===== src/rtl/uart_pkg.sv =====
`default_nettype none
// ============================================================================
// uart_pkg: parity modes, receiver FSM encoding and bit helpers. Rev 1.0
// ============================================================================
package uart_pkg;

  localparam int PARITY_NONE = 0;
  localparam int PARITY_ODD  = 1;
  localparam int PARITY_EVEN = 2;

  typedef enum logic [2:0] {
    ST_IDLE   = 3'd0,
    ST_START  = 3'd1,
    ST_DATA   = 3'd2,
    ST_PARITY = 3'd3,
    ST_STOP   = 3'd4,
    ST_BREAK  = 3'd5
  } rx_state_e;

  // Expected parity bit; zero-extended data does not change the XOR.
  function automatic logic parity_bit(input logic [8:0] data, input int mode);
    return (mode == PARITY_ODD) ? ~(^data) : (^data);
  endfunction

  function automatic logic maj3(input logic a, input logic b, input logic c);
    return (a & b) | (a & c) | (b & c);
  endfunction

endpackage
`default_nettype wire


===== src/rtl/uart_rx_tick_gen.sv =====
`default_nettype none
// ============================================================================
// uart_rx_tick_gen: free-running CLK_DIV divider producing a 1-cycle tick. Rev 1.0
// ============================================================================
module uart_rx_tick_gen #(
  parameter int CLK_DIV = 27
) (
  input  logic clk_i,
  input  logic rst_i,
  output logic tick_o
);

  localparam int CW = (CLK_DIV > 1) ? $clog2(CLK_DIV) : 1;
  localparam logic [CW-1:0] C_LAST = CW'(CLK_DIV - 1);

  logic [CW-1:0] cnt_q;

  always_ff @(posedge clk_i) begin
    if (rst_i) begin
      cnt_q <= '0;
    end else if (cnt_q == C_LAST) begin
      cnt_q <= '0;
    end else begin
      cnt_q <= cnt_q + 1'b1;
    end
  end

  assign tick_o = (cnt_q == C_LAST);

endmodule
`default_nettype wire


===== src/rtl/uart_rx_core.sv =====
`default_nettype none
// ============================================================================
// uart_rx_core: oversampled UART receiver with one-word valid/ready buffer. Rev 1.0
// ============================================================================
module uart_rx_core
  import uart_pkg::*;
#(
  parameter int CLK_DIV    = 27,
  parameter int OVERSAMPLE = 16,
  parameter int DATA_BITS  = 8,
  parameter int PARITY     = 0,
  parameter int STOP_BITS  = 1
) (
  input  logic                 CLK,
  input  logic                 RST,
  input  logic                 RX_Pin_In,
  input  logic                 RX_En_Sig,
  output logic [DATA_BITS-1:0] RX_Data,
  output logic                 RX_Valid,
  input  logic                 RX_Ready,
  output logic                 Parity_Err,
  output logic                 Frame_Err,
  output logic                 Overrun_Err,
  output logic                 Busy
);

  localparam int SW = $clog2(OVERSAMPLE);
  localparam int BW = $clog2(DATA_BITS + 1);
  localparam logic [SW-1:0] C_SAMP_LO  = SW'(OVERSAMPLE / 2 - 1);
  localparam logic [SW-1:0] C_SAMP_MID = SW'(OVERSAMPLE / 2);
  localparam logic [SW-1:0] C_SAMP_HI  = SW'(OVERSAMPLE / 2 + 1);
  localparam logic [SW-1:0] C_SAMP_END = SW'(OVERSAMPLE - 1);
  localparam logic [BW-1:0] C_DATA_CNT = BW'(DATA_BITS);
  localparam logic [BW-1:0] C_STOP_LST = BW'(STOP_BITS - 1);

  logic                 w_tick, w_fall, w_maj, w_decide, w_bit_end, w_commit, w_frm_final;
  logic                 sync1_q, sync2_q, prev_q;
  rx_state_e            state_q, state_d;
  logic [SW-1:0]        samp_q, samp_d;
  logic [BW-1:0]        bit_q, bit_d;
  logic [1:0]           vote_q, vote_d;
  logic [DATA_BITS-1:0] shift_q, shift_d;
  logic                 par_q, par_d, frm_q, frm_d;
  logic [DATA_BITS-1:0] data_q;
  logic                 valid_q, pe_q, fe_q, ovr_q;

  uart_rx_tick_gen #(.CLK_DIV(CLK_DIV)) u_tick_gen (
    .clk_i  (CLK),
    .rst_i  (RST),
    .tick_o (w_tick)
  );

  assign w_fall    = prev_q & ~sync2_q;
  assign w_maj     = maj3(vote_q[0], vote_q[1], sync2_q);
  assign w_decide  = w_tick && (samp_q == C_SAMP_HI);
  assign w_bit_end = w_tick && (samp_q == C_SAMP_END);

  always_comb begin
    state_d     = state_q;
    samp_d      = samp_q;
    bit_d       = bit_q;
    vote_d      = vote_q;
    shift_d     = shift_q;
    par_d       = par_q;
    frm_d       = frm_q;
    w_commit    = 1'b0;
    w_frm_final = frm_q;
    if (w_tick) begin
      samp_d = (samp_q == C_SAMP_END) ? '0 : samp_q + 1'b1;
      if (samp_q == C_SAMP_LO)  vote_d[0] = sync2_q;
      if (samp_q == C_SAMP_MID) vote_d[1] = sync2_q;
    end
    case (state_q)
      ST_IDLE: begin
        if (w_fall && RX_En_Sig) begin
          state_d = ST_START;
          samp_d  = '0;
          bit_d   = '0;
          par_d   = 1'b0;
          frm_d   = 1'b0;
        end
      end
      ST_START: begin
        if (w_decide && w_maj) state_d = ST_IDLE;
        else if (w_bit_end)    state_d = ST_DATA;
      end
      ST_DATA: begin
        if (w_decide) begin
          shift_d = {w_maj, shift_q[DATA_BITS-1:1]};
          bit_d   = bit_q + 1'b1;
        end
        if (w_bit_end && (bit_q == C_DATA_CNT)) begin
          bit_d   = '0;
          state_d = (PARITY != PARITY_NONE) ? ST_PARITY : ST_STOP;
        end
      end
      ST_PARITY: begin
        if (w_decide)  par_d   = (w_maj != parity_bit(9'(shift_q), PARITY));
        if (w_bit_end) state_d = ST_STOP;
      end
      ST_STOP: begin
        if (w_decide) begin
          w_frm_final = frm_q | ~w_maj;
          frm_d       = w_frm_final;
          if (bit_q == C_STOP_LST) begin
            w_commit = 1'b1;
            // A line still low after the last stop bit is a break, not a new start.
            state_d  = sync2_q ? ST_IDLE : ST_BREAK;
          end else begin
            bit_d = bit_q + 1'b1;
          end
        end
      end
      ST_BREAK: begin
        if (sync2_q) state_d = ST_IDLE;
      end
      default: state_d = ST_IDLE;
    endcase
  end

  always_ff @(posedge CLK) begin
    if (RST) begin
      sync1_q <= 1'b1;
      sync2_q <= 1'b1;
      prev_q  <= 1'b1;
      state_q <= ST_IDLE;
      samp_q  <= '0;
      bit_q   <= '0;
      vote_q  <= '0;
      shift_q <= '0;
      par_q   <= 1'b0;
      frm_q   <= 1'b0;
    end else begin
      sync1_q <= RX_Pin_In;
      sync2_q <= sync1_q;
      prev_q  <= sync2_q;
      state_q <= state_d;
      samp_q  <= samp_d;
      bit_q   <= bit_d;
      vote_q  <= vote_d;
      shift_q <= shift_d;
      par_q   <= par_d;
      frm_q   <= frm_d;
    end
  end

  always_ff @(posedge CLK) begin
    if (RST) begin
      data_q  <= '0;
      valid_q <= 1'b0;
      pe_q    <= 1'b0;
      fe_q    <= 1'b0;
      ovr_q   <= 1'b0;
    end else begin
      ovr_q <= 1'b0;
      if (valid_q && RX_Ready) begin
        valid_q <= 1'b0;
        pe_q    <= 1'b0;
        fe_q    <= 1'b0;
      end
      if (w_commit) begin
        if (!valid_q || RX_Ready) begin
          data_q  <= shift_q;
          valid_q <= 1'b1;
          pe_q    <= par_q;
          fe_q    <= w_frm_final;
        end else begin
          ovr_q <= 1'b1;
        end
      end
    end
  end

  assign RX_Data     = data_q;
  assign RX_Valid    = valid_q;
  assign Parity_Err  = pe_q;
  assign Frame_Err   = fe_q;
  assign Overrun_Err = ovr_q;
  assign Busy        = (state_q != ST_IDLE);

endmodule
`default_nettype wire


===== config.mk =====
export PLATFORM = sky130hd
export DESIGN_NAME = uart_rx_core
export DESIGN_NICKNAME = d
export VERILOG_FILES = /design/src/rtl/uart_pkg.sv /design/src/rtl/uart_rx_tick_gen.sv /design/src/rtl/uart_rx_core.sv
export SDC_FILE = /design/constraint.sdc
export NUM_CORES = 1
export LEC_CHECK = 0
export ABC_AREA = 1
export CORE_ASPECT_RATIO = 0.7
export CORE_MARGIN = 5
export CORE_UTILIZATION = 40
export CTS_CLUSTER_DIAMETER = 200
export DETAILED_ROUTE_END_ITERATION = 16
export PLACE_DENSITY = 0.69
export SYNTH_ARGS = -nofsm -noshare
export SYNTH_HDL_FRONTEND = slang
export SYNTH_HIERARCHICAL = 1
export SYNTH_SLANG_ARGS = --single-unit

===== constraint.sdc =====
create_clock -name CLK -period 2.1 [get_ports CLK]
set_input_delay 0.42 -clock CLK [delete_from_list [all_inputs] [get_ports CLK]]
set_output_delay 0.42 -clock CLK [all_outputs]
set_load 0.02 [all_outputs]

# [After elaboration in Yosys (flattened, before gate mapping)]
# Index checks and enable logic that the tools add are counted.
[word_totals] register_bits=43 in_bits=5 out_inout_bits=13 word_cells=116
[classes] reduce_logical=25 eq_ne=22 bitwise_logic=10 addsub=3 mux=39
[ops] op="4-bit two-way mux" n=9
[ops] op="3-bit two-way mux" n=9
[ops] op="3-bit one-hot mux with 6 select lines" n=1
[ops] op="1-bit two-way mux" n=17
[ops] op="4-bit equality test, second input constant" n=4
[ops] op="2-bit inequality test, second input constant" n=8
[ops] op="4-bit one-hot mux with 3 select lines" n=1
[ops] op="2-bit AND reduction" n=5
[ops] op="9-bit XOR reduction" n=1
[ops] op="4-bit by 1-bit adder with 4-bit output, second input constant" n=2
[ops] op="7-bit AND reduction" n=1
[ops] op="3-bit by 2-bit equality test with 1-bit output, second input constant" n=2
[ops] op="3-bit equality test, second input constant" n=2
[ops] op="1-bit logical AND" n=6
[ops] op="3-bit inequality test, second input constant" n=2
[ops] op="3-bit nonzero test" n=2
[ops] op="5-bit by 1-bit adder with 5-bit output, second input constant" n=1
[ops] op="5-bit equality test, second input constant" n=1
[ops] op="5-bit AND reduction" n=1
[ops] op="1-bit AND" n=4
[ops] op="4-bit by 3-bit equality test with 1-bit output, second input constant" n=1
[ops] op="4-bit zero test" n=1
[ops] op="1-bit one-hot mux with 2 select lines" n=2
[ops] op="2-bit nonzero test" n=2
[ops] op="9 further kinds" n=14

# [Depth between registers and ports, before layout]
# Gate-level depths: netlist (run 1).
[depth] ltp_word=9 depth_mapped=14 depth_no_buf=14

# [Modules after synthesis]
# The synthesis (run 1) kept the hierarchy.
[modules_own_cells] module="uart_rx_core" area_per_inst_um2=1848.0 seq_area_each_um2=760.7 cells_each=264 n_inst=1
[modules_own_cells] module="uart_rx_tick_gen" area_per_inst_um2=242.7 seq_area_each_um2=100.1 cells_each=31 n_inst=1

# [Worst setup path after synthesis (run 1)]
# Ideal clock, no wire load.
[synth_timing] path_type="register to register" from="reg u_tick_gen.cnt_q[0]" to="reg bit_q[1]" setup_time_ps=125 t_required_ps=1975 synth_period_minus_slack_ps=1756 path_slack_ps=344 path_buffers=0 arrival_time_ps=1631 stages_incl_launch_ff=14 path_cell_list="dfxtp_1 -> inv_1 -> ha_1 -> nand2_1 -> nor2_2 -> nand4_2 -> inv_2 -> nand2_1 -> o21ai_2 -> nand2_1 -> nor2_4 -> nand2_1 -> o21ai_0 -> nor2_1"
[synth_between] elab_chain_len=5 word_cells_on_any_way=9 classes_between="3 x eq/ne; 2 x mux; 4 x reduce/logical"
[synth_lines] element="start, declared" line_no="uart_rx_tick_gen.sv:16" source="logic [CW-1:0] cnt_q;"
[synth_lines] element="start signal, assigned" line_no="uart_rx_tick_gen.sv:24" source="cnt_q <= cnt_q + 1'b1;"
[synth_lines] element="5-bit equality test (*)" line_no="uart_rx_tick_gen.sv:28" source="assign tick_o = (cnt_q == C_LAST);"
[synth_lines] element="via w_tick" line_no="uart_rx_core.sv:36" source="logic w_tick, w_fall, w_maj, w_decide, w_bit_end, w_commit, w_frm_final;"
[synth_lines] element="1-bit logical AND" line_no="uart_rx_core.sv:56" source="assign w_bit_end = w_tick && (samp_q == C_SAMP_END);"
[synth_lines] element="1-bit logical AND" line_no="uart_rx_core.sv:92" source="if (w_bit_end && (bit_q == C_DATA_CNT)) begin"
[synth_lines] element="3-bit inequality test (no line) or 4-bit two-way mux (tied branches)"
[synth_lines] element="5-bit AND reduction (no line) or 4-bit one-hot mux with 3 select lines (tied branches)"
[synth_lines] element="end signal, assigned" line_no="uart_rx_core.sv:139" source="bit_q <= bit_d;"
[synth_lines] element="end, declared" line_no="uart_rx_core.sv:40" source="logic [BW-1:0] bit_q, bit_d;"
# The timed path passes the listed nets; every way through them passes the cells marked *.
# A chain may end at the register's enable or synchronous reset.

# [Worst setup path after layout (run 1)]
[layout_timing] from="reg state_q[0]" to="out Busy"
[layout_between] elab_chain_len=1
[layout_lines] element="start, declared" line_no="uart_rx_core.sv:38" source="rx_state_e state_q, state_d;"
[layout_lines] element="start signal, assigned" line_no="uart_rx_core.sv:137" source="state_q <= state_d;"
[layout_lines] element="3-bit nonzero test" line_no="uart_rx_core.sv:179" source="assign Busy = (state_q != ST_IDLE);"
[layout_lines] element="end, declared" line_no="uart_rx_core.sv:24" source="output logic Busy"
# Every way passes these cells.

==> impl_metrics.csv, run 1 <==
group,metric,value,unit
routing,vias,1793,
power,p_per_area,875,mW/mm^2
routing,wl_per_cell,10.9,um
clock_tree,cts_hold_buf,0,
placement,post-place-ws,0.217,ns
sta,finClkSkew,0.00678,ns
layout,utilization,48.6,%
clock_tree,cts_buffers,5,
yosys,yosysMostFrequentCell,"nand2_1",
floorplan,die_w,96.4,um
sta,fin_crit_sh,95.2,%
sta,setup_viol,0,
routing,viasPerCell,4.59,
global_route,grt_first_pass_wirelength,7240,um
global_route,first_global_vias,1657,
outcome,status,"completed",
yosys,yosys_warnings,6,
sta,relSlewSlack,75.8,%
setup_path,start_kind,"flip-flop",
clock_tree,clockBufferDepth,2,
clock_tree,clk_pin_slew_worst_paths,0.08,ns
layout,diodes,0,
yosys,mappedNetlistArea,0.00209,mm^2
setup_path,reg2reg_from,"u_tick_gen/cnt_q[0]",
floorplan,dieArea,0.00680,mm^2
power,p_leak,1.10,nW
global_route,antenna_found_initial,0,
setup_path,cp_max_fo,6,
worst_hold_path,hp-class,"reg -> reg",
sta,min_period,2.00,ns
sta,maxSlewViolCount,0,
routing,drt_first_iter_violations,77,
clock_tree,cts_tree,"yes",
sta,fin_tns_setup,0,ns
placement,gp_congestion,0.847,
setup_path,crit_required,1.68,ns
floorplan,pin_count,18,
yosys,synth.yosys.seq_area_share,41.2,%
sta,finalWorstSetupSlack,0.101,ns
setup_path,cp.arrival,1.58,ns
routing,drc,0,
floorplan,initial_utilization,40.6,%
job,cap_violations,0,
placement,dp_hpwl,3110,um
yosys,ys_async_sr_fraction,0,%
yosys,synth_top_area_cell,"dfxtp_1",
yosys,ys_top_cells_by_area,"dfxtp_1 (41%), nand2_1 (11%), nor2_1 (9.0%)",
yosys,ys_top_cells_by_count,"nand2_1 (61), nor2_1 (50), dfxtp_1 (43)",
yosys,synth_edf_count,0,
layout,final_area,0.00250,mm^2
floorplan,dieHeight,70.5,um
setup_path,crit_start,"state_q[0]",
power,peakVddDrop,0.000280,V
setup_path,path_class,"reg -> out",
yosys,yosysTopAreaCellShare,41.2,%
layout,fin_nets,330,
yosys,avgSynthCellArea,7.09,um^2
clock_tree,clockRootBuffer,"clkbuf_8",
layout,area.growth.synth_to_final,19.6,%
placement,postPlaceCellArea,0.00236,mm^2
setup_path,cp-end-kind,"output port",
worst_hold_path,worstHoldStart,"sync1_q",
routing,antenna_left,0,
clock_tree,clk_latency,0.30,ns
sta,fmaxAchievable,500,MHz
yosys,yosysUniqueCellTypes,30,
global_route,grt_usage,13.6,%
clock_tree,cts_sinks,43,
placement,port_buffers,17,
yosys,netlist_instances,295,
routing,drt_wl_total,4250,um
clock_tree,cts_max_level,2,
floorplan,rows,22,
global_route,grt_max_degree,19,
layout,drive_gt1_share,11.9,%
yosys,synth-main-ff-cell,"dfxtp_1",
sta,worst_pin_slew,0.360,ns
layout,fillCellCount,531,
sta,finalHoldViolCount,0,
yosys,syn_nets,307,
floorplan,core_region_area,0.00515,mm^2
sta,rsz0062_at_grt,"no",
global_route,grt_overflow_total,0,
yosys,ys_seq_elements,43,
routing,firstDrtPassIters,4,
[worst max-delay path: stages (launching register included)]
cell	delay (ns)
dfxtp_1	0.50
nor2_4	0.09
nand2_1	0.09
clkdlybuf4s50_1	0.60
[cells by family after synthesis]
kind of cell    after synthesis  synth area share (%)
xor+xnor                      5                  2.09
buf+inv                      42                  8.02
flops                        43                  41.2
compound gates               53                  13.8
simple gates                145                  30.7
fa+ha+maj                     7                  4.19
[per-layer routing]
metal,wire length (um),global-route usage (%),vias up
met3,244,3.77,7
met1,2320,19.8,776
met5,0,0,-
met4,82,7.00,0
li1,-,-,981
met2,1610,17.9,29
[state kept, by name, summed over array words and instances (netlist names)]
register / count
samp_q: 4
bit_q: 4
Frame_Err: 1
sync2_q: 1
Parity_Err: 1
state_q: 3
vote_q: 2
prev_q: 1
u_tick_gen/cnt_q: 5
shift_q: 8
par_q: 1
Overrun_Err: 1
frm_q: 1
RX_Valid: 1
sync1_q: 1
RX_Data: 8
[through the flow]
step	std cells	power, mW	hold slack [ns]
3_3_place_gp	383	1.42	0.400
2_1_floorplan	295	1.32	0.389
4_1_cts	391	2.21	0.427
5_1_grt	391	2.31	0.438
3_5_place_dp	383	1.43	0.403
6_report	391	2.19	0.421
[worst paths after layout]
kind / to / slack (ns) / depth (start not counted)
hold / removal: sync2_q / 0.42 / 1
setup / recovery: Busy / 0.10 / 3
hold reg to reg: sync2_q / 0.42 / 1
setup reg to reg: RX_Data[0] / 0.23 / 11
[cell usage in the layout (no fill, tap or decap)]
master,n
o22ai_1,1
xnor2_1,3
inv_1,31
a21oi_1,20
nand4_2,1
o211ai_1,1
ha_1,7
buf_4,5
nand4_1,4
nand2_2,4
nor2_1,50
clkdlybuf4s50_1,17
a311oi_1,1
or2_2,2
bufinv_16,2
nand2_1,60
o21ai_0,26
a211oi_1,1
nor3_1,5
clkbuf_8,5
nand2_4,1
o21ai_2,2
xor2_1,2
nor2_4,5
inv_2,5
dfxtp_2,1
o21bai_2,1
nor2_2,3
nand3_1,10
dfxtp_1,42
clkinvlp_4,1
[cell type report]
type                    instances  area [um^2]  share of cell area, %
clock buffers                   5         68.8                   2.75
clock inverters                 3         67.6                   2.70
inverters                      36          135                   5.40
multi-input cells             210         1070                   42.8
flip-flops and latches         43          862                   34.5
well taps                      72         90.1                   3.60
repair buffers                 22          208                   8.30
[where the power goes]
group | total, mW | internal, mW | leakage [nW] | switching [mW]
Clock | 0.772 | 0.474 | 0.0644 | 0.297
Sequential | 0.920 | 0.859 | 0.349 | 0.0615
Combinational | 0.496 | 0.185 | 0.690 | 0.311
Total | 2.19 | 1.52 | 1.10 | 0.670
[repair_timing]
item | 4_1_cts | 5_1_grt
gates resized for setup | 0 | 3
buffers inserted | 0 | 0
setup endpoints to repair | 0 | 6
No activity file was read; power rests on OpenSTA's default activity.
==> run 2: changes to the inputs <==
--- a/config.mk
+++ b/config.mk
@@ -10,8 +10,9 @@
 export CORE_MARGIN = 5
 export CORE_UTILIZATION = 40
 export CTS_CLUSTER_DIAMETER = 200
+export CTS_CLUSTER_SIZE = 12
 export DETAILED_ROUTE_END_ITERATION = 16
-export PLACE_DENSITY = 0.69
+export PLACE_DENSITY = 0.71
 export SYNTH_ARGS = -nofsm -noshare
 export SYNTH_HDL_FRONTEND = slang
 export SYNTH_HIERARCHICAL = 1
==> constraint.sdc (replaced) <==
create_clock -name CLK -period 1.8 [get_ports CLK]
set_input_delay 0.36 -clock CLK [delete_from_list [all_inputs] [get_ports CLK]]
set_output_delay 0.36 -clock CLK [all_outputs]
set_load 0.02 [all_outputs]
==> impl_metrics.csv, run 2 (synthesis gave the netlist of run 1 again) <==
group,metric,value,unit
layout,diodes,0,
clock_tree,clockRootBuffer,"clkbuf_8",
layout,final_cell_mix,"nand2_1 (58), nor2_1 (50), dfxtp_1 (39)",
setup_path,ff2ff_setup_slack,0.15,ns
global_route,grt_usage,13.7,%
floorplan,core_region_area,0.00515,mm^2
placement,postPlaceCellArea,0.00244,mm^2
layout,area.growth.synth_to_final,26.2,%
job,cap_violations,0,
floorplan,dieHeight,70.5,um
sta,fin_crit_sh,91.8,%
routing,antenna_left,0,
setup_path,cp_max_fo,6,
setup_path,crit_required,2.04,ns
clock_tree,cts_sinks,43,
routing,wl_per_cell,11.2,um
floorplan,dieArea,0.00680,mm^2
worst_hold_path,whs_path_depth,1,
routing,firstDrtPassIters,5,
placement,dp_hpwl,3360,um
global_route,top_usage_layer,"met1",
layout,multi_input_area,0.00110,mm^2
sta,min_period,1.65,ns
global_route,first_global_vias,1667,
global_route,gr-usage-met2,19.2,%
placement,post-place-ws,0.0291,ns
setup_path,start_kind,"flip-flop",
setup_path,reg2reg_from,"u_tick_gen/cnt_q[0]",
power,peakVddDrop,0.000382,V
layout,drive_gt1_share,17.8,%
outcome,status,"completed",
placement,port_buffers,17,
floorplan,pin_count,18,
setup_path,cp.arrival,1.89,ns
routing,viasPerCell,4.66,
layout,fin_nets,342,
global_route,grt_overflow_total,0,
setup_path,cp-end-kind,"flip-flop",
worst_hold_path,min_to,"sync2_q",
sta,rsz0062_at_grt,"yes",
worst_hold_path,hp-class,"reg -> reg",
sta,finClkSkew,0.00935,ns
layout,fillCellCount,496,
global_route,grt_first_pass_wirelength,7460,um
placement,gp_congestion,0.865,
global_route,use_met1,20.7,%
routing,drt_first_iter_violations,92,
sta,setup_viol,0,
clock_tree,clockBufferDepth,2,
routing,vias,1878,
clock_tree,clk_latency,0.29,ns
layout,layout_commonest_cell,"nand2_1",
global_route,antenna_found_initial,0,
global_route,use_met3,3.77,%
sta,fmaxAchievable,605,MHz
clock_tree,cts_buffers,5,
global_route,grt_max_degree,18,
worst_hold_path,worstHoldStart,"sync1_q",
sta,finalHoldViolCount,0,
floorplan,rows,22,
sta,hold_ws,0.412,ns
routing,drc,0,
sta,maxSlewViolCount,0,
floorplan,die_w,96.4,um
layout,seqCellArea,866,um^2
routing,drt_wl_total,4530,um
sta,finalWorstSetupSlack,0.147,ns
sta,worst_pin_slew,0.324,ns
floorplan,initial_utilization,40.6,%
clock_tree,cts_tree,"yes",
setup_path,rr_endpoint,"state_q[1]",
power,p_per_area,992,mW/mm^2
sta,relSlewSlack,78.3,%
setup_path,path_class,"reg -> reg",
setup_path,rr_worst_depth,14,
clock_tree,cts_max_level,2,
layout,final_area,0.00264,mm^2
clock_tree,cts_hold_buf,0,
clock_tree,clk_pin_slew_worst_paths,0.09,ns
power,p_leak,1.18,nW
==> run 2: cell types whose count changed in the layout (fill, tap and decap cells not counted), moves of 2 or more <==
| cell | change |
|---|---|
| nand2_1 | -2 |
| dfxtp_2 | +3 |
| buf_4 | +11 |
| dfxtp_1 | -3 |
==> run 2: where the power goes <==
group,internal [mW],switching (mW)
Clock,0.553,0.341
Sequential,1.00,0.0665
Combinational,0.257,0.396
Total,1.81,0.804
==> run 2: how the worst max path moves through the flow <==
stage | startpoint | end | depth (start not counted) | slack (ns)
floorplan | u_tick_gen/cnt_q[0] | bit_q[1] | 13 | 0.04
global placement | RX_En_Sig | bit_q[1] | 10 | 0.09
detailed placement | u_tick_gen/cnt_q[0] | RX_Data[1] | 11 | 0.03
CTS | u_tick_gen/cnt_q[0] | RX_Data[1] | 11 | 0.009
global route | u_tick_gen/cnt_q[0] | state_q[1] | 14 | -0.04
finish | u_tick_gen/cnt_q[0] | state_q[1] | 14 | 0.15
==> run 2: worst max-delay path: stages, from the launching register on <==
cell	delay [ns]
dfxtp_2	0.33
inv_2	0.06
ha_4	0.13
nand2_4	0.06
nor2_4	0.13
inv_2	0.07
nor2_4	0.09
nand4_1	0.12
nand2_1	0.11
nand2_1	0.07
nor2_2	0.12
nand2_2	0.11
nand2_2	0.08
nand2_1	0.04
nor2_1	0.09
==> run 2: final cells by class <==
| cell class | instances | share of cell area (%) |
|---|---|---|
| Clock inverter | 3 | 2.56 |
| Inverter | 36 | 5.12 |
| Multi-Input combinational cell | 210 | 41.8 |
| Clock buffer | 5 | 2.61 |
| Sequential cell | 43 | 32.8 |
| Tap cell | 72 | 3.41 |
| Timing Repair Buffer | 34 | 11.7 |
==> run 2: layer usage <==
layer	wire [um]	vias up
li1	-	1006
met1	2380	831
met2	1910	39
met3	217	2
met4	19	0
met5	0	-
==> run 2: what timing repair did <==
item | CTS | global route
resized for setup | 2 | 13
pin swaps | 0 | 9
endpoints found under the setup margin | 1 | 24
buffers inserted | 0 | 3
==> run 2: per-stage QoR <==
stage	utilization, %	setup TNS [ns]	power (mW)	std cells
floorplan	-	0	1.53	295
global placement	47.3	0	1.68	392
detailed placement	47.3	0	1.68	392
CTS	50.0	0	2.57	400
global route	51.3	-0.0708	2.78	403
finish	51.3	0	2.62	403
